$ cat config.mk
export PLATFORM = sky130hd
export DESIGN_NAME = fpmu_ctrl
export DESIGN_NICKNAME = d
export VERILOG_FILES = /design/src/rtl/fpmu_ctrl.sv
export SDC_FILE = /design/constraint.sdc
export NUM_CORES = 1
export LEC_CHECK = 0
export BUFFER_PORTS_ARGS = -buffer_cell sky130_fd_sc_hd__buf_2
export CAP_MARGIN = 10
export CORE_MARGIN = 2
export CORE_UTILIZATION = 51
export CTS_CLUSTER_DIAMETER = 40
export DETAILED_ROUTE_END_ITERATION = 8
export PLACE_DENSITY = 0.91
export SLEW_MARGIN = 5
export SYNTH_ARGS = -nofsm -noshare
export SYNTH_HDL_FRONTEND = slang
export SYNTH_SLANG_ARGS = --single-unit
$ cat constraint.sdc
create_clock -name clk_alu -period 3.96 [get_ports clk_alu]
set_clock_uncertainty 0.15 [all_clocks]
set_input_delay 0.396 -clock clk_alu [delete_from_list [all_inputs] [get_ports clk_alu]]
set_output_delay 0.396 -clock clk_alu [all_outputs]
set_load 0.01 [all_outputs]
$ cat src/rtl/fpmu_ctrl.sv
// fpmu_ctrl: two-requester FP16 multiply controller in front of a shared,
// externally instantiated mantissa/exponent multiplier.
//
// Optional build macro: FPMU_CTRL_RNE_EN
//   defined   -> product mantissa is rounded to nearest, ties to even
//   undefined -> discarded product bits are truncated (no rounding logic)
//
// Handshake semantics (both request ports and the response port):
//   A transfer happens on a rising clk_alu edge where valid and ready are both
//   high. reqN_ready is a combinational grant that is only ever high in IDLE,
//   and only for the single requester chosen by the round-robin pointer.
//   rsp_valid is high exactly while the FSM is in RESP. rsp_id, rsp_data and
//   rsp_flags stay stable until the edge where rsp_ready is seen high.
//
// Timeline of one operation (accept edge = edge with reqN_valid & reqN_ready):
//   IDLE (grant) -> MUL (operands on mul_*) -> WAIT (multiplier result valid,
//   captured at the end of the cycle) -> NORM (normalise/round/special-case
//   into the response registers) -> RESP (held until rsp_ready).
module fpmu_ctrl (
  input  logic        clk_alu,
  input  logic        rst_alu_n,
  input  logic        req0_valid,
  output logic        req0_ready,
  input  logic [15:0] req0_a,
  input  logic [15:0] req0_b,
  input  logic        req1_valid,
  output logic        req1_ready,
  input  logic [15:0] req1_a,
  input  logic [15:0] req1_b,
  output logic        rsp_valid,
  input  logic        rsp_ready,
  output logic        rsp_id,
  output logic [15:0] rsp_data,
  output logic [2:0]  rsp_flags,
  output logic        busy,
  output logic [10:0] mul_a_mant,
  output logic [10:0] mul_b_mant,
  output logic [4:0]  mul_a_exp,
  output logic [4:0]  mul_b_exp,
  output logic        mul_a_sign,
  output logic        mul_b_sign,
  input  logic [21:0] mul_result_mant,
  input  logic [5:0]  mul_result_exp,
  input  logic        mul_result_sign
);

  typedef enum logic [2:0] {
    S_IDLE = 3'd0,
    S_MUL  = 3'd1,
    S_WAIT = 3'd2,
    S_NORM = 3'd3,
    S_RESP = 3'd4
  } state_t;

  state_t state;
  state_t state_nxt;

  // Round-robin pointer: id of the requester granted most recently.
  // Reset value 1 makes req0 the winner of the first simultaneous request.
  logic last_id;

  logic        grant_any;
  logic        grant_id;
  logic [15:0] sel_a;
  logic [15:0] sel_b;

  // Captured multiplier result
  logic [21:0] p_reg;
  logic [5:0]  e_reg;
  logic        s_reg;

  // Normalisation results
  logic signed [6:0] e_norm;
  logic signed [6:0] e_fin;
  logic [9:0]        frac_norm;
  logic [9:0]        frac_fin;

  // Operand classification (taken from the held mul_* operand registers)
  logic a_zero, b_zero, a_inf, b_inf, a_nan, b_nan;
  logic spec_sign;

  logic [15:0] norm_data;
  logic [2:0]  norm_flags;

  // Round-robin arbitration; only meaningful while idle.
  always_comb begin
    grant_any = 1'b0;
    grant_id  = 1'b0;
    if (state == S_IDLE) begin
      if (req0_valid && req1_valid) begin
        grant_any = 1'b1;
        grant_id  = ~last_id;
      end else if (req0_valid) begin
        grant_any = 1'b1;
        grant_id  = 1'b0;
      end else if (req1_valid) begin
        grant_any = 1'b1;
        grant_id  = 1'b1;
      end
    end
  end

  assign sel_a = grant_id ? req1_a : req0_a;
  assign sel_b = grant_id ? req1_b : req0_b;

  // FSM state register.
  always_ff @(posedge clk_alu or negedge rst_alu_n) begin
    if (!rst_alu_n) begin
      state <= S_IDLE;
    end else begin
      state <= state_nxt;
    end
  end

  // FSM next-state logic.
  always_comb begin
    state_nxt = state;
    case (state)
      S_IDLE:  if (grant_any) state_nxt = S_MUL;
      S_MUL:   state_nxt = S_WAIT;
      S_WAIT:  state_nxt = S_NORM;
      S_NORM:  state_nxt = S_RESP;
      S_RESP:  if (rsp_ready) state_nxt = S_IDLE;
      default: state_nxt = S_IDLE;
    endcase
  end

  // FSM outputs: grants, response valid and busy indication.
  always_comb begin
    req0_ready = 1'b0;
    req1_ready = 1'b0;
    rsp_valid  = 1'b0;
    busy       = 1'b0;
    if (state == S_IDLE) begin
      req0_ready = grant_any && !grant_id;
      req1_ready = grant_any &&  grant_id;
    end else begin
      busy = 1'b1;
    end
    if (state == S_RESP) begin
      rsp_valid = 1'b1;
    end
  end

  // Accept: latch the granted operands straight into the multiplier-facing
  // registers (they stay put until the next accept) and record the id.
  always_ff @(posedge clk_alu or negedge rst_alu_n) begin
    if (!rst_alu_n) begin
      last_id    <= 1'b1;
      rsp_id     <= 1'b0;
      mul_a_sign <= 1'b0;
      mul_b_sign <= 1'b0;
      mul_a_exp  <= 5'd0;
      mul_b_exp  <= 5'd0;
      mul_a_mant <= 11'd0;
      mul_b_mant <= 11'd0;
    end else if (grant_any) begin
      last_id    <= grant_id;
      rsp_id     <= grant_id;
      mul_a_sign <= sel_a[15];
      mul_b_sign <= sel_b[15];
      mul_a_exp  <= sel_a[14:10];
      mul_b_exp  <= sel_b[14:10];
      mul_a_mant <= {(sel_a[14:10] != 5'd0), sel_a[9:0]};
      mul_b_mant <= {(sel_b[14:10] != 5'd0), sel_b[9:0]};
    end
  end

  // Capture the multiplier output at the end of WAIT.
  always_ff @(posedge clk_alu or negedge rst_alu_n) begin
    if (!rst_alu_n) begin
      p_reg <= 22'd0;
      e_reg <= 6'd0;
      s_reg <= 1'b0;
    end else if (state == S_WAIT) begin
      p_reg <= mul_result_mant;
      e_reg <= mul_result_exp;
      s_reg <= mul_result_sign;
    end
  end

  // Normalise the 22-bit product to 1.frac and (optionally) round.
`ifdef FPMU_CTRL_RNE_EN
  logic        rnd_bit;
  logic        sticky;
  logic        rnd_inc;
  logic [10:0] frac_sum;

  always_comb begin
    if (p_reg[21]) begin
      frac_norm = p_reg[20:11];
      rnd_bit   = p_reg[10];
      sticky    = |p_reg[9:0];
      e_norm    = $signed({1'b0, e_reg}) - 7'sd14;
    end else begin
      frac_norm = p_reg[19:10];
      rnd_bit   = p_reg[9];
      sticky    = |p_reg[8:0];
      e_norm    = $signed({1'b0, e_reg}) - 7'sd15;
    end
    rnd_inc  = rnd_bit & (sticky | frac_norm[0]);
    frac_sum = {1'b0, frac_norm} + {10'd0, rnd_inc};
    // A carry out of the fraction means the mantissa became 10.0, i.e. 1.0
    // with the exponent bumped; the bumped exponent feeds the range check.
    frac_fin = frac_sum[9:0];
    e_fin    = frac_sum[10] ? (e_norm + 7'sd1) : e_norm;
  end
`else
  // Bits below the kept fraction are simply dropped.
  logic unused_low_bits;
  assign unused_low_bits = ^p_reg[9:0];

  always_comb begin
    if (p_reg[21]) begin
      frac_norm = p_reg[20:11];
      e_norm    = $signed({1'b0, e_reg}) - 7'sd14;
    end else begin
      frac_norm = p_reg[19:10];
      e_norm    = $signed({1'b0, e_reg}) - 7'sd15;
    end
    frac_fin = frac_norm;
    e_fin    = e_norm;
  end
`endif

  // Special-operand classification; subnormal inputs count as zero.
  always_comb begin
    a_zero    = (mul_a_exp == 5'd0);
    b_zero    = (mul_b_exp == 5'd0);
    a_inf     = (mul_a_exp == 5'h1F) && (mul_a_mant[9:0] == 10'd0);
    b_inf     = (mul_b_exp == 5'h1F) && (mul_b_mant[9:0] == 10'd0);
    a_nan     = (mul_a_exp == 5'h1F) && (mul_a_mant[9:0] != 10'd0);
    b_nan     = (mul_b_exp == 5'h1F) && (mul_b_mant[9:0] != 10'd0);
    spec_sign = mul_a_sign ^ mul_b_sign;
  end

  // Final result selection: invalid > infinity > zero > range-checked normal.
  always_comb begin
    norm_data  = 16'h0000;
    norm_flags = 3'b000;
    if (a_nan || b_nan || (a_inf && b_zero) || (b_inf && a_zero)) begin
      norm_data  = 16'h7E00;
      norm_flags = 3'b100;
    end else if (a_inf || b_inf) begin
      norm_data = {spec_sign, 5'h1F, 10'h000};
    end else if (a_zero || b_zero) begin
      norm_data = {spec_sign, 15'h0000};
    end else if (e_fin >= 7'sd31) begin
      norm_data  = {s_reg, 5'h1F, 10'h000};
      norm_flags = 3'b001;
    end else if (e_fin <= 7'sd0) begin
      norm_data  = {s_reg, 15'h0000};
      norm_flags = 3'b010;
    end else begin
      norm_data = {s_reg, e_fin[4:0], frac_fin};
    end
  end

  // Response registers: loaded in NORM, held through RESP and beyond.
  always_ff @(posedge clk_alu or negedge rst_alu_n) begin
    if (!rst_alu_n) begin
      rsp_data  <= 16'h0000;
      rsp_flags <= 3'b000;
    end else if (state == S_NORM) begin
      rsp_data  <= norm_data;
      rsp_flags <= norm_flags;
    end
  end

endmodule
# ---- After elaboration in Yosys (flattened, before gate mapping)
# Cells that the tools add are included.
dict set report op_classes {
  magnitude_cmp 2
  n_reduce_logical 25
  n_eq_ne 8
  n_bitwise 2
  muxes 28
  add_sub_neg 2
}
# op n
set ops {}
lappend ops {{two-way mux 16 bit} 5}
lappend ops {{two-way mux 15 bit} 2}
lappend ops {{logical NOT 10 bit} 2}
lappend ops {{nonzero test 10 bit} 2}
lappend ops {{one-hot mux 3 bit (5 select lines)} 1}
lappend ops {{subtractor 6 x 4 -> 7 bit, second input constant} 2}
lappend ops {{two-way mux 1 bit} 11}
lappend ops {{== test 5 bit, second input constant} 2}
lappend ops {{logical NOT 5 bit} 2}
lappend ops {{two-way mux 10 bit} 1}
lappend ops {{nonzero test 5 bit} 2}
lappend ops {{logical AND 1 bit} 9}
lappend ops {{two-way mux 3 bit} 3}
lappend ops {{two-way mux 2 bit} 4}
lappend ops {{>= comparator 7 x 6 -> 1 bit, second input constant} 1}
lappend ops {{<= comparator 7 x 1 -> 1 bit, second input constant} 1}
lappend ops {{two-way mux 7 bit} 1}
lappend ops {{== test 3 x 2 -> 1 bit, second input constant} 2}
lappend ops {{logical OR 1 bit} 5}
lappend ops {{inequality test 2 bit, second input constant} 2}
lappend ops {{== test 3 x 1 -> 1 bit, second input constant} 1}
lappend ops {{== test 3 bit, second input constant} 1}
lappend ops {{logical NOT 3 bit} 1}
lappend ops {{AND reduction 2 bit} 1}
lappend ops {{other kinds (3)} 3}
dict set report word_totals {
  reg_bits 87
  elab_cells 81
}

# ---- Depth between registers and ports, before layout
# Gate-level depths: netlist (run 1).
dict set report logic_depth {
  depth_word 8
  ltp_mapped 7
  depth_no_buf 6
}

# ---- Least setup slack after synthesis (run 1)
# No wires, ideal clock.
dict set report synth_path {
  path_type {register -> register}
  start {register e_reg[0]}
  end {register rsp_data[9]}
  setup_time_ps 138
  path_slack_ps 1793
  arrival_ps 1879
  stages_incl_launch_ff 7
  synth_period_minus_slack_ps 2167
  path_cell_list {dfrtp_1 > ha_1 > xor2_1 > mux2_2 > or3_4 > o31ai_4 > o31ai_1}
}
dict set report synth_between {
  elab_chain_len 8
  elab_cells_between_ends 10
  classes_between {add/sub (2); order compare (2); mux (6)}
}
# item line_no
set synth_rtl {}
lappend synth_rtl {{start, declared} 69} ;# logic [5:0] e_reg;
lappend synth_rtl {{start signal, assigned} 177} ;# e_reg <= mul_result_exp;
lappend synth_rtl {{subtractor 6 x 4 -> 7 bit, on equally long branches} {219, 216}}
lappend synth_rtl {{two-way mux 7 bit (*)} 214} ;# if (p_reg[21]) begin
lappend synth_rtl {{<= comparator 7 x 1 -> 1 bit} 251} ;# end else if (e_fin <= 7'sd0) begin
lappend synth_rtl {{two-way mux 15 bit} 251}
lappend synth_rtl {{two-way mux 15 bit (*)} 248} ;# end else if (e_fin >= 7'sd31) begin
lappend synth_rtl {{two-way mux 16 bit (*)} 246} ;# end else if (a_zero || b_zero) begin
lappend synth_rtl {{two-way mux 16 bit (*)} 244} ;# end else if (a_inf || b_inf) begin
lappend synth_rtl {{two-way mux 16 bit (*)} 241} ;# if (a_nan || b_nan || (a_inf && b_zero) || (b_inf && a_zero)) begin
lappend synth_rtl {{end signal, assigned} 265} ;# rsp_data <= norm_data;
lappend synth_rtl {{end, declared} 33} ;# output logic [15:0] rsp_data,
# Mark *: on every way between the ends. The rest lies on a longest branch, timed or not.
# A chain may end at the register's enable or synchronous reset.

# ---- Worst setup path after layout (run 1)
dict set report layout_path {
  start {register state[0]}
  end {output port req0_ready}
}
dict set report layout_between {
  elab_chain_len 5
  elab_cells_between_ends 6
  classes_between {mux (3); reduce/logical (3)}
}
# item line_no
set layout_rtl {}
lappend layout_rtl {{start, declared} 55} ;# state_t state;
lappend layout_rtl {{start signal, assigned} 111} ;# state <= state_nxt;
lappend layout_rtl {{logical NOT 3 bit (*)} {89, 134}}
lappend layout_rtl {{two-way mux 1 bit} 89} ;# if (state == S_IDLE) begin
lappend layout_rtl {{logical NOT 1 bit} 135} ;# req0_ready = grant_any && !grant_id;
lappend layout_rtl {{logical AND 1 bit} 135}
lappend layout_rtl {{two-way mux 1 bit (*)} 134} ;# if (state == S_IDLE) begin
lappend layout_rtl {{end, declared} 23} ;# output logic req0_ready,
# Marks and branches as above.

==> results of run 1 <==
## Yosys cell counts (2+ instances only)
| master | count | area, sq um |
|---|---|---|
| sky130_fd_sc_hd__nor4_1 | 5 | 31.3 |
| sky130_fd_sc_hd__o31ai_1 | 2 | 15.0 |
| sky130_fd_sc_hd__a21o_1 | 2 | 15.0 |
| sky130_fd_sc_hd__mux2i_1 | 12 | 120 |
| sky130_fd_sc_hd__clkbuf_1 | 7 | 26.3 |
| sky130_fd_sc_hd__xnor2_1 | 5 | 43.8 |
| sky130_fd_sc_hd__o22ai_1 | 3 | 18.8 |
| sky130_fd_sc_hd__o41ai_1 | 13 | 114 |
| sky130_fd_sc_hd__nor3_1 | 4 | 20.0 |
| sky130_fd_sc_hd__xor2_1 | 2 | 17.5 |
| sky130_fd_sc_hd__inv_1 | 5 | 18.8 |
| sky130_fd_sc_hd__dfrtp_1 | 76 | 1900 |
| sky130_fd_sc_hd__a22oi_1 | 22 | 165 |
| sky130_fd_sc_hd__o21ai_0 | 6 | 30.0 |
| sky130_fd_sc_hd__buf_2 | 7 | 35.0 |
| sky130_fd_sc_hd__a31oi_1 | 11 | 68.8 |
| sky130_fd_sc_hd__o21a_1 | 3 | 22.5 |
| sky130_fd_sc_hd__nand2_1 | 82 | 308 |
| sky130_fd_sc_hd__nor3b_1 | 2 | 15.0 |
| sky130_fd_sc_hd__and3_1 | 4 | 25.0 |
| sky130_fd_sc_hd__mux2_2 | 20 | 225 |
| sky130_fd_sc_hd__ha_1 | 2 | 25.0 |
| sky130_fd_sc_hd__a21oi_1 | 7 | 35.0 |
| sky130_fd_sc_hd__nand3_1 | 9 | 45.0 |
| sky130_fd_sc_hd__nor2_1 | 26 | 97.6 |
## metal layers
layer | GRT usage [%] | up-vias | wire [microns]
li1 | - | 1575 | -
met1 | 31.3 | 1625 | 3850
met2 | 45.4 | 146 | 4970
met3 | 6.44 | 13 | 667
met4 | 7.16 | 0 | 160
met5 | 0 | - | 0
## cell families (layout without fill, tap and decap cells)
kind of cell,Yosys count,in the layout,share of synthesized area [%]
compound gates,79,79,16.1
simple gates,139,139,16.3
mux,32,32,9.46
xor+xnor,7,7,1.68
fa+ha+maj,2,2,0.686
flops,77,77,52.8
buf+inv,23,170,2.91
## stage by stage
stage	total power [mW]	util [%]	instance area (sq um)	setup WS [ps]	hold slack (ps)
finish	4.18	68.3	4690	825	29.1
global route	4.49	68.3	4690	530	93.3
CTS	4.19	68.3	4690	822	78.8
detailed placement	3.48	64.8	4450	1200	300
global placement	3.37	64.8	4450	1320	296
floorplan	2.81	-	3650	1790	-49.6
## layout make-up
type / count / area [sq um] / area share (%)
Sequential cell: 77 / 1930 / 41.1
Clock buffer: 9 / 124 / 2.64
Inverter: 6 / 22.5 / 0.480
Clock inverter: 6 / 113 / 2.40
Multi-Input combinational cell: 259 / 1620 / 34.6
Timing Repair Buffer: 149 / 758 / 16.2
Tap cell: 96 / 120 / 2.56
## power by group
group / internal (mW) / total [mW] / switching (mW) / leakage (nW)
clock network: 0.416 / 0.709 / 0.293 / 0.119
registers: 1.18 / 1.55 / 0.366 / 0.911
logic: 0.842 / 1.92 / 1.08 / 1.30
total: 2.44 / 4.18 / 1.74 / 2.33
## worst paths after layout
check | from | to | slack (ps)
max | state[0] | req0_ready | 830
min | rst_alu_n | e_reg[2] | 30
max reg2reg | p_reg[21] | rsp_data[3] | 1210
min reg2reg | last_id | last_id | 310
max in group asynchronous | rst_alu_n | state[0] | 3000
min in group clk_alu | req0_a[9] | mul_a_mant[9] | 90
## worst max-delay path: cells and delay by family, from the launching register on
kind	cells	cell delay [ps]
AOI/OAI and AO/OA	1	190
DFF	1	450
and+or+nand+nor	2	610
buffers and inverters	3	990
==> reports/results.ini, run 1 <==
[timing]
unrepaired_setup_endpoints_after_global_routing = false
fmax_mhz = 319
tightestPinTransition_ps = 1050
portion_of_the_clock_cycle_consumed_by_the_worst_path_in_the_final_layout_pct = 79.2
post-route-min-period_ps = 3130
slew_headroom_pct = 30.0
timing.final.setup_violations = 0
number_of_max_slew_violations_in_the_final_report = 0
finalHoldViolations = 0
setup-tns-final_ps = 0

[finish]
final_layout_size_suffix_gt1_share_pct = 38.7
layout_common_cells = sky130_fd_sc_hd__buf_2 (144), sky130_fd_sc_hd__nand2_1 (82), sky130_fd_sc_hd__dfrtp_1 (76)
layout.nets = 602
final_cell_count_no_fill = 602
area_delta_synth_final_pct = 28.5
n_antenna_cell = 0
fillers = 536
largest_register_ff_count = 16
layout.cells.most_common = sky130_fd_sc_hd__buf_2

[clock_network]
cts.sinks = 77
cts.path.max_buffers = 2
cts_tree = done
clk_transition_reported_paths_ps = 80
cts_hold_buffers = 0
cts_setup_buffers = 0
cts-resized-gates = 0
cts_buffers = 9
clock-root-buffer = sky130_fd_sc_hd__clkbuf_8
clk-insertion-delay-late_ps = 350
htree_levels = 3

[floorplan]
die_h_microns = 88.6
io_pins = 156
chipWidth_microns = 88.6
initial_standard_cell_utilization_of_the_core_pct = 53.1
die_footprint_sq_um = 7850
core_region_area_sq_um = 6870
number_of_placement_rows = 30

[synthesis]
postSynthNetCount = 459
synth_seq_cells = 77
netlist_area_sq_um = 3650
synthDistinctLibCells = 47
post_synth_inst_count = 359
syn-mean-instance-area_sq_um = 10.2
async_reset_ff_share_pct = 100
synth.yosys.seq_area_share_pct = 52.8
synth_warnings = 0
synth_top_flop_cell = sky130_fd_sc_hd__dfrtp_1
synth_enable_flop_cells = 0

[critical_path]
cp_max_fo = 23
critPathRequiredTime_ps = 3410
critPathArrivalTime_ps = 2590
critical_path.cell_chain = nor3_1, o21a_1, buf_4, nand2_1, inv_1, buf_2
worst_path_max_delay_cell = sky130_fd_sc_hd__inv_1
r2r_cells = 5
critical_path.endpoint_type = primary output
startpoint_type = flip-flop
timing.setup.critical_path_class = flip-flop to primary output
timing.critical_path.slowest_cell_delay_ps = 520

[placement]
place.gp.congestion = 0.865
i_o_buffers = 145
placed_cells = 587
hpwl_microns = 7170

[detailed_routing]
detail_route.wl_per_cell_microns = 16.0
viasPerCell = 5.58
antenna_violating_nets_post_route = 0
wirelength_microns = 9640
remaining_drc_errors = 0
drt_pass1_iterations = 4
drt-initial-drc-count = 161
detailroute.via_count = 3359

[pwr]
power.ir.vdd_worst_uv = 501
power_per_cell_area_nw_per_um2 = 891
cellLeakagePower_nw = 2.33

[flow_run]
drv.max_cap_violation_count = 0

[worst_hold_path]
worstHoldPathType = primary input to async pin

[grt]
number_of_antenna_violations_at_the_first_check_in_global_routing = 0
grt_start_max_net_pins = 78
wire_length_of_the_first_global_routing_pass_microns = 15500
grtUsageTotal_pct = 25.7
grt_pass1_vias = 3341
gr-total-overflow = 0

[outcome]
outcome = finished clean

No activity file was read; power rests on OpenSTA's default activity.
==> run 2: changes to the inputs <==
--- a/config.mk
+++ b/config.mk
@@ -8,10 +8,10 @@
 export BUFFER_PORTS_ARGS = -buffer_cell sky130_fd_sc_hd__buf_2
 export CAP_MARGIN = 10
 export CORE_MARGIN = 2
-export CORE_UTILIZATION = 51
+export CORE_UTILIZATION = 43
 export CTS_CLUSTER_DIAMETER = 40
 export DETAILED_ROUTE_END_ITERATION = 8
-export PLACE_DENSITY = 0.91
+export PLACE_DENSITY = 0.82
 export SLEW_MARGIN = 5
 export SYNTH_ARGS = -nofsm -noshare
 export SYNTH_HDL_FRONTEND = slang
==> constraint.sdc (replaced) <==
create_clock -name clk_alu -period 2.85 [get_ports clk_alu]
set_clock_uncertainty 0.15 [all_clocks]
set_input_delay 0.285 -clock clk_alu [delete_from_list [all_inputs] [get_ports clk_alu]]
set_output_delay 0.285 -clock clk_alu [all_outputs]
set_load 0.01 [all_outputs]
==> reports/results.ini, run 2 (synthesis results as in run 1) <==
[critical_path]
critical_path.endpoint_type = primary output
startpoint_type = flip-flop
timing.setup.critical_path_class = flip-flop to primary output
critPathArrivalTime_ps = 2080  ; -510 ps
critPathRequiredTime_ps = 2410  ; -1000 ps
cp_max_fo = 10  ; -57%

[detailed_routing]
drt_pass1_iterations = 4  ; unchanged
detail_route.wl_per_cell_microns = 15.7  ; -1.9%
wirelength_microns = 9970  ; +3.3%
detailroute.via_count = 3391  ; +0.95%
antenna_violating_nets_post_route = 0  ; unchanged
drt-initial-drc-count = 158  ; -1.9%
remaining_drc_errors = 0  ; unchanged
viasPerCell = 5.35  ; -4.1%

[timing]
slew_headroom_pct = 29.5  ; -0.41 points
finalHoldViolations = 0  ; unchanged
fmax_mhz = 397
number_of_max_slew_violations_in_the_final_report = 0  ; unchanged
setup-tns-final_ps = 0  ; unchanged
final_setup_slack_of_the_worst_path_ps = 333  ; -492 ps
portion_of_the_clock_cycle_consumed_by_the_worst_path_in_the_final_layout_pct = 88.3
unrepaired_setup_endpoints_after_global_routing = false
timing.final.setup_violations = 0  ; unchanged
post-route-min-period_ps = 2520
tightestPinTransition_ps = 1060  ; +6.17 ps

[pwr]
cellLeakagePower_nw = 2.40  ; +2.8%
power_per_cell_area_nw_per_um2 = 1160  ; +31%
power.ir.vdd_worst_uv = 559  ; +12%

[worst_hold_path]
worstHoldPathType = primary input to flip-flop

[grt]
number_of_antenna_violations_at_the_first_check_in_global_routing = 0  ; unchanged
grt_start_max_net_pins = 78  ; unchanged
grtUsageTotal_pct = 22.0  ; -3.7 points
gr-total-overflow = 0  ; unchanged
grt_pass1_vias = 3420  ; +2.4%
wire_length_of_the_first_global_routing_pass_microns = 15800  ; +1.8%

[clock_network]
cts.sinks = 77  ; unchanged
cts_tree = done
clock-root-buffer = sky130_fd_sc_hd__clkbuf_8
cts.path.max_buffers = 2  ; unchanged
cts_buffers = 9  ; unchanged
clk-insertion-delay-late_ps = 340  ; about the same
htree_levels = 3  ; unchanged
clk_transition_reported_paths_ps = 80  ; about the same
cts_setup_buffers = 0  ; unchanged

[finish]
layout.cells.most_common = sky130_fd_sc_hd__buf_2
area_delta_synth_final_pct = 33.4
layout.nets = 624  ; +3.7%
final_layout_size_suffix_gt1_share_pct = 37.4  ; -1.3 points
layout_common_cells = sky130_fd_sc_hd__buf_2 (144), sky130_fd_sc_hd__nand2_1 (82), sky130_fd_sc_hd__dfrtp_1 (76)
n_antenna_cell = 0  ; unchanged
largest_register_ff_count = 16  ; unchanged

[placement]
place.gp.congestion = 0.916  ; +5.9%
placement.setup.worst_slack_ps = 434  ; -762 ps
i_o_buffers = 145  ; unchanged
hpwl_microns = 7190  ; +0.30%

[floorplan]
number_of_placement_rows = 33  ; +10%
initial_standard_cell_utilization_of_the_core_pct = 44.4  ; -8.7 points
die_h_microns = 96.1  ; +8.5%
core_region_area_sq_um = 8220  ; +20%
io_pins = 156  ; unchanged
die_footprint_sq_um = 9240  ; +18%
chipWidth_microns = 96.1  ; +8.5%

[outcome]
outcome = finished clean

[flow_run]
drv.max_cap_violation_count = 0  ; unchanged

## run 2: cell count changes in the layout (fill, tap and decap cells not counted), sizes merged
cell	delta
inv	+1
clkbuf	+2
dlygate4sd3	+19
buf	+3
clkinvlp	+2
clkinv	-2
bufinv	-2
## run 2: layout make-up
type,instances,area [sq um]
flip-flops and latches,77,1930
well taps,105,131
repair buffers,171,971
clock buffers,11,131
clock inverters,5,58.8
inverters,6,22.5
fillers,685,3350
multi-input cells,259,1620
## run 2: timing repair
item,in CTS,in global routing
endpoints found under the setup margin,0,0
hold endpoints to repair,92,0
gates resized for setup,0,0
hold buffers,19,0
## run 2: report_power, final
group          total (mW)  switching [mW]  internal, mW  leakage, nW
Clock               0.805           0.397         0.407       0.0899
Combinational        2.73            1.52          1.21         1.40
Sequential           2.12           0.482          1.64        0.911
Total                5.66            2.40          3.26         2.40
## run 2: routing by layer
layer / up-vias / track usage, % / wire [microns]
li1: 1624 / - / -
met1: 1639 / 26.6 / 4050
met2: 113 / 37.6 / 5130
met3: 15 / 5.32 / 627
met4: 0 / 9.05 / 162
met5: - / 0 / 0
## run 2: worst paths after layout
check | start | endpoint | slack (ps) | depth (start not counted)
max in group asynchronous | rst_alu_n | mul_a_mant[7] | 1420 | 2
hold reg to reg | last_id | last_id | 310 | 2
setup reg to reg | e_reg[0] | rsp_data[1] | 410 | 6
hold / removal | req0_a[1] | mul_a_mant[1] | 10 | 3
min in group asynchronous | rst_alu_n | mul_b_exp[2] | 470 | 2
setup / recovery | state[0] | req0_ready | 330 | 5
## run 2: worst max-delay path, stage by stage, from the launching register on
cell and delay (ps):
sky130_fd_sc_hd__dfrtp_1 460, sky130_fd_sc_hd__nor3_1 460, sky130_fd_sc_hd__nand3_1 290, sky130_fd_sc_hd__nand2_1 190, sky130_fd_sc_hd__inv_1 170, sky130_fd_sc_hd__buf_2 190
## run 2: through the flow
step	instances	hold slack (ps)	instance area (sq um)	util (%)	power, mW
6_report	634	11.4	4870	59.2	5.66
5_1_grt	634	8.03	4870	59.2	6.09
4_1_cts	634	0.283	4870	59.2	5.68
3_5_place_dp	599	300	4490	54.6	4.85
3_3_place_gp	599	298	4490	54.6	4.73
2_1_floorplan	359	-161	3650	-	3.91
==> run 3: changes to the inputs <==
--- a/config.mk
+++ b/config.mk
@@ -6,12 +6,11 @@
 export NUM_CORES = 1
 export LEC_CHECK = 0
 export BUFFER_PORTS_ARGS = -buffer_cell sky130_fd_sc_hd__buf_2
-export CAP_MARGIN = 10
 export CORE_MARGIN = 2
 export CORE_UTILIZATION = 43
 export CTS_CLUSTER_DIAMETER = 40
 export DETAILED_ROUTE_END_ITERATION = 8
-export PLACE_DENSITY = 0.82
+export PLACE_DENSITY = 0.81
 export SLEW_MARGIN = 5
 export SYNTH_ARGS = -nofsm -noshare
 export SYNTH_HDL_FRONTEND = slang
==> reports/results.ini, run 3 (synthesis results as in run 1) <==
[pwr]
design_power_total_mw = 5.77  ; +1.9%
power_per_cell_area_nw_per_um2 = 1180  ; +1.4%
power.ir.vdd_worst_uv = 540  ; -3.5%
cellLeakagePower_nw = 2.40  ; +0.12%

[placement]
i_o_buffers = 145  ; unchanged
hpwl_microns = 7260  ; +0.92%
place.gp.congestion = 0.864  ; -5.6%

[critical_path]
timing.setup.critical_path_class = flip-flop to primary output
startpoint_type = flip-flop
r2r_slack_ps = 400  ; about the same
cpLargestDelayFamily = simple AND/OR/NAND/NOR gates
critPathArrivalTime_ps = 2080  ; about the same
critical_path.cell_chain = nor3_2, nand3_1, nand2_1, clkinvlp_4, buf_2
cp_max_fo = 23  ; +13
critical_path.endpoint_type = primary output
worst_path_max_delay_cell = sky130_fd_sc_hd__dfrtp_1
timing.critical_path.slowest_cell_delay_ps = 460  ; about the same
cp_bufs_invs = 2  ; unchanged
critPathRequiredTime_ps = 2410  ; about the same

[detailed_routing]
detailroute.via_count = 3435  ; +1.3%
wirelength_microns = 10200  ; +2.4%
remaining_drc_errors = 0  ; unchanged
detail_route.wl_per_cell_microns = 16.2  ; +2.8%
drt_pass1_iterations = 4  ; unchanged
antenna_violating_nets_post_route = 0  ; unchanged
drt-initial-drc-count = 151  ; -4.4%
viasPerCell = 5.44  ; +1.6%

[grt]
grt_start_max_net_pins = 78  ; unchanged
wire_length_of_the_first_global_routing_pass_microns = 16400  ; +3.4%
gr-total-overflow = 0  ; unchanged
grtUsageTotal_pct = 22.9  ; +0.86 points
number_of_antenna_violations_at_the_first_check_in_global_routing = 0  ; unchanged
grt_pass1_vias = 3354  ; -1.9%

[timing]
number_of_max_slew_violations_in_the_final_report = 0  ; unchanged
fmax_mhz = 398  ; +0.21%
portion_of_the_clock_cycle_consumed_by_the_worst_path_in_the_final_layout_pct = 88.1  ; -0.18 points
setup-tns-final_ps = 0  ; unchanged
unrepaired_setup_endpoints_after_global_routing = false
finalHoldViolations = 0  ; unchanged
tightestPinTransition_ps = 999  ; -58.0 ps
slew_headroom_pct = 33.4  ; +3.9 points
timing.final.setup_violations = 0  ; unchanged
post-route-min-period_ps = 2510  ; -5.16 ps

[floorplan]
chipWidth_microns = 96.1  ; unchanged
die_h_microns = 96.1  ; unchanged
number_of_placement_rows = 33  ; unchanged
core_region_area_sq_um = 8220  ; unchanged
die_footprint_sq_um = 9240  ; unchanged
initial_standard_cell_utilization_of_the_core_pct = 44.4  ; unchanged
io_pins = 156  ; unchanged

[finish]
area_delta_synth_final_pct = 33.9
largest_register_ff_count = 16  ; unchanged
final_layout_size_suffix_gt1_share_pct = 38.0  ; +0.52 points
seqCellArea_sq_um = 1930  ; unchanged
fillers = 715  ; +4.4%
layout_common_cells = sky130_fd_sc_hd__buf_2 (144), sky130_fd_sc_hd__nand2_1 (82), sky130_fd_sc_hd__dfrtp_1 (76)
layout.nets = 623  ; -0.16%
n_antenna_cell = 0  ; unchanged
layout.core_utilization_pct = 59.5  ; +0.26 points
layout.cells.most_common = sky130_fd_sc_hd__buf_2
footprint_of_the_multi_input_gates_sq_um = 1630  ; +0.31%

[clock_network]
cts_buffers = 9  ; unchanged
cts.sinks = 77  ; unchanged
clk_transition_reported_paths_ps = 80  ; about the same
htree_levels = 3  ; unchanged
clk-insertion-delay-late_ps = 340  ; about the same
clock-root-buffer = sky130_fd_sc_hd__clkbuf_8
cts_tree = done
cts.path.max_buffers = 2  ; unchanged

[outcome]
outcome = finished clean

[worst_hold_path]
worstHoldPathType = primary input to flip-flop

[flow_run]
drv.max_cap_violation_count = 0  ; unchanged

## run 3: cell count changes in the layout (fill, tap and decap cells not counted), sizes merged
cell,before,now
clkinv,1,2
buf,152,151
bufinv,1,2
inv,7,6
clkbuf,11,9
## run 3: tightest hold or removal path, delay by kind of cell
kind,cells,cell delay (ps)
simple gates,2,100
buf+inv,1,70
## run 3: timing repair
action                     in CTS  in global routing
setup endpoints to repair       0                  1
setup buffers                   0                  0
hold buffers                   19                  0
gates resized for setup         0                  2
hold endpoints to repair       89                  0
## run 3: metrics by stage
stage / cell area, sq um / hold WS [ps] / cells / setup slack (ps)
floorplan: 3650 / -161 / 359 / 683
CTS: 4880 / 1.52 / 632 / 91.2
global placement: 4480 / 299 / 598 / 494
global route: 4890 / 4.23 / 632 / 66.0
finish: 4890 / 8.77 / 632 / 338
detailed placement: 4480 / 300 / 598 / 410
## run 3: final timing paths
kind / startpoint / to / depth (start not counted)
max in group asynchronous: rst_alu_n / mul_a_exp[1] / 2
min in group asynchronous: rst_alu_n / mul_a_mant[3] / 2
worst max-delay path: state[0] / req0_ready / 5
worst max register to register: e_reg[0] / rsp_data[1] / 6
worst min register to register: last_id / last_id / 2
worst min-delay path: req0_a[15] / mul_a_sign / 3
## run 3: final cells by class
type,count,area share [%]
Clock buffer,9,2.53
Clock inverter,6,1.77
Inverter,6,0.537
Multi-Input combinational cell,259,33.3
Sequential cell,77,39.4
Tap cell,105,2.69
Timing Repair Buffer,170,19.7
## run 3: power by group
group | internal (mW) | leakage (nW) | switching, mW
clock | 0.489 | 0.105 | 0.410
combinational | 1.20 | 1.38 | 1.54
sequential | 1.64 | 0.911 | 0.484
## run 3: routing by layer
metal	up-vias	wire length [microns]	track usage (%)
li1	1618	-	-
met1	1699	4200	28.9
met2	108	5240	39.2
met3	10	628	5.95
met4	0	129	5.48
met5	-	0	0
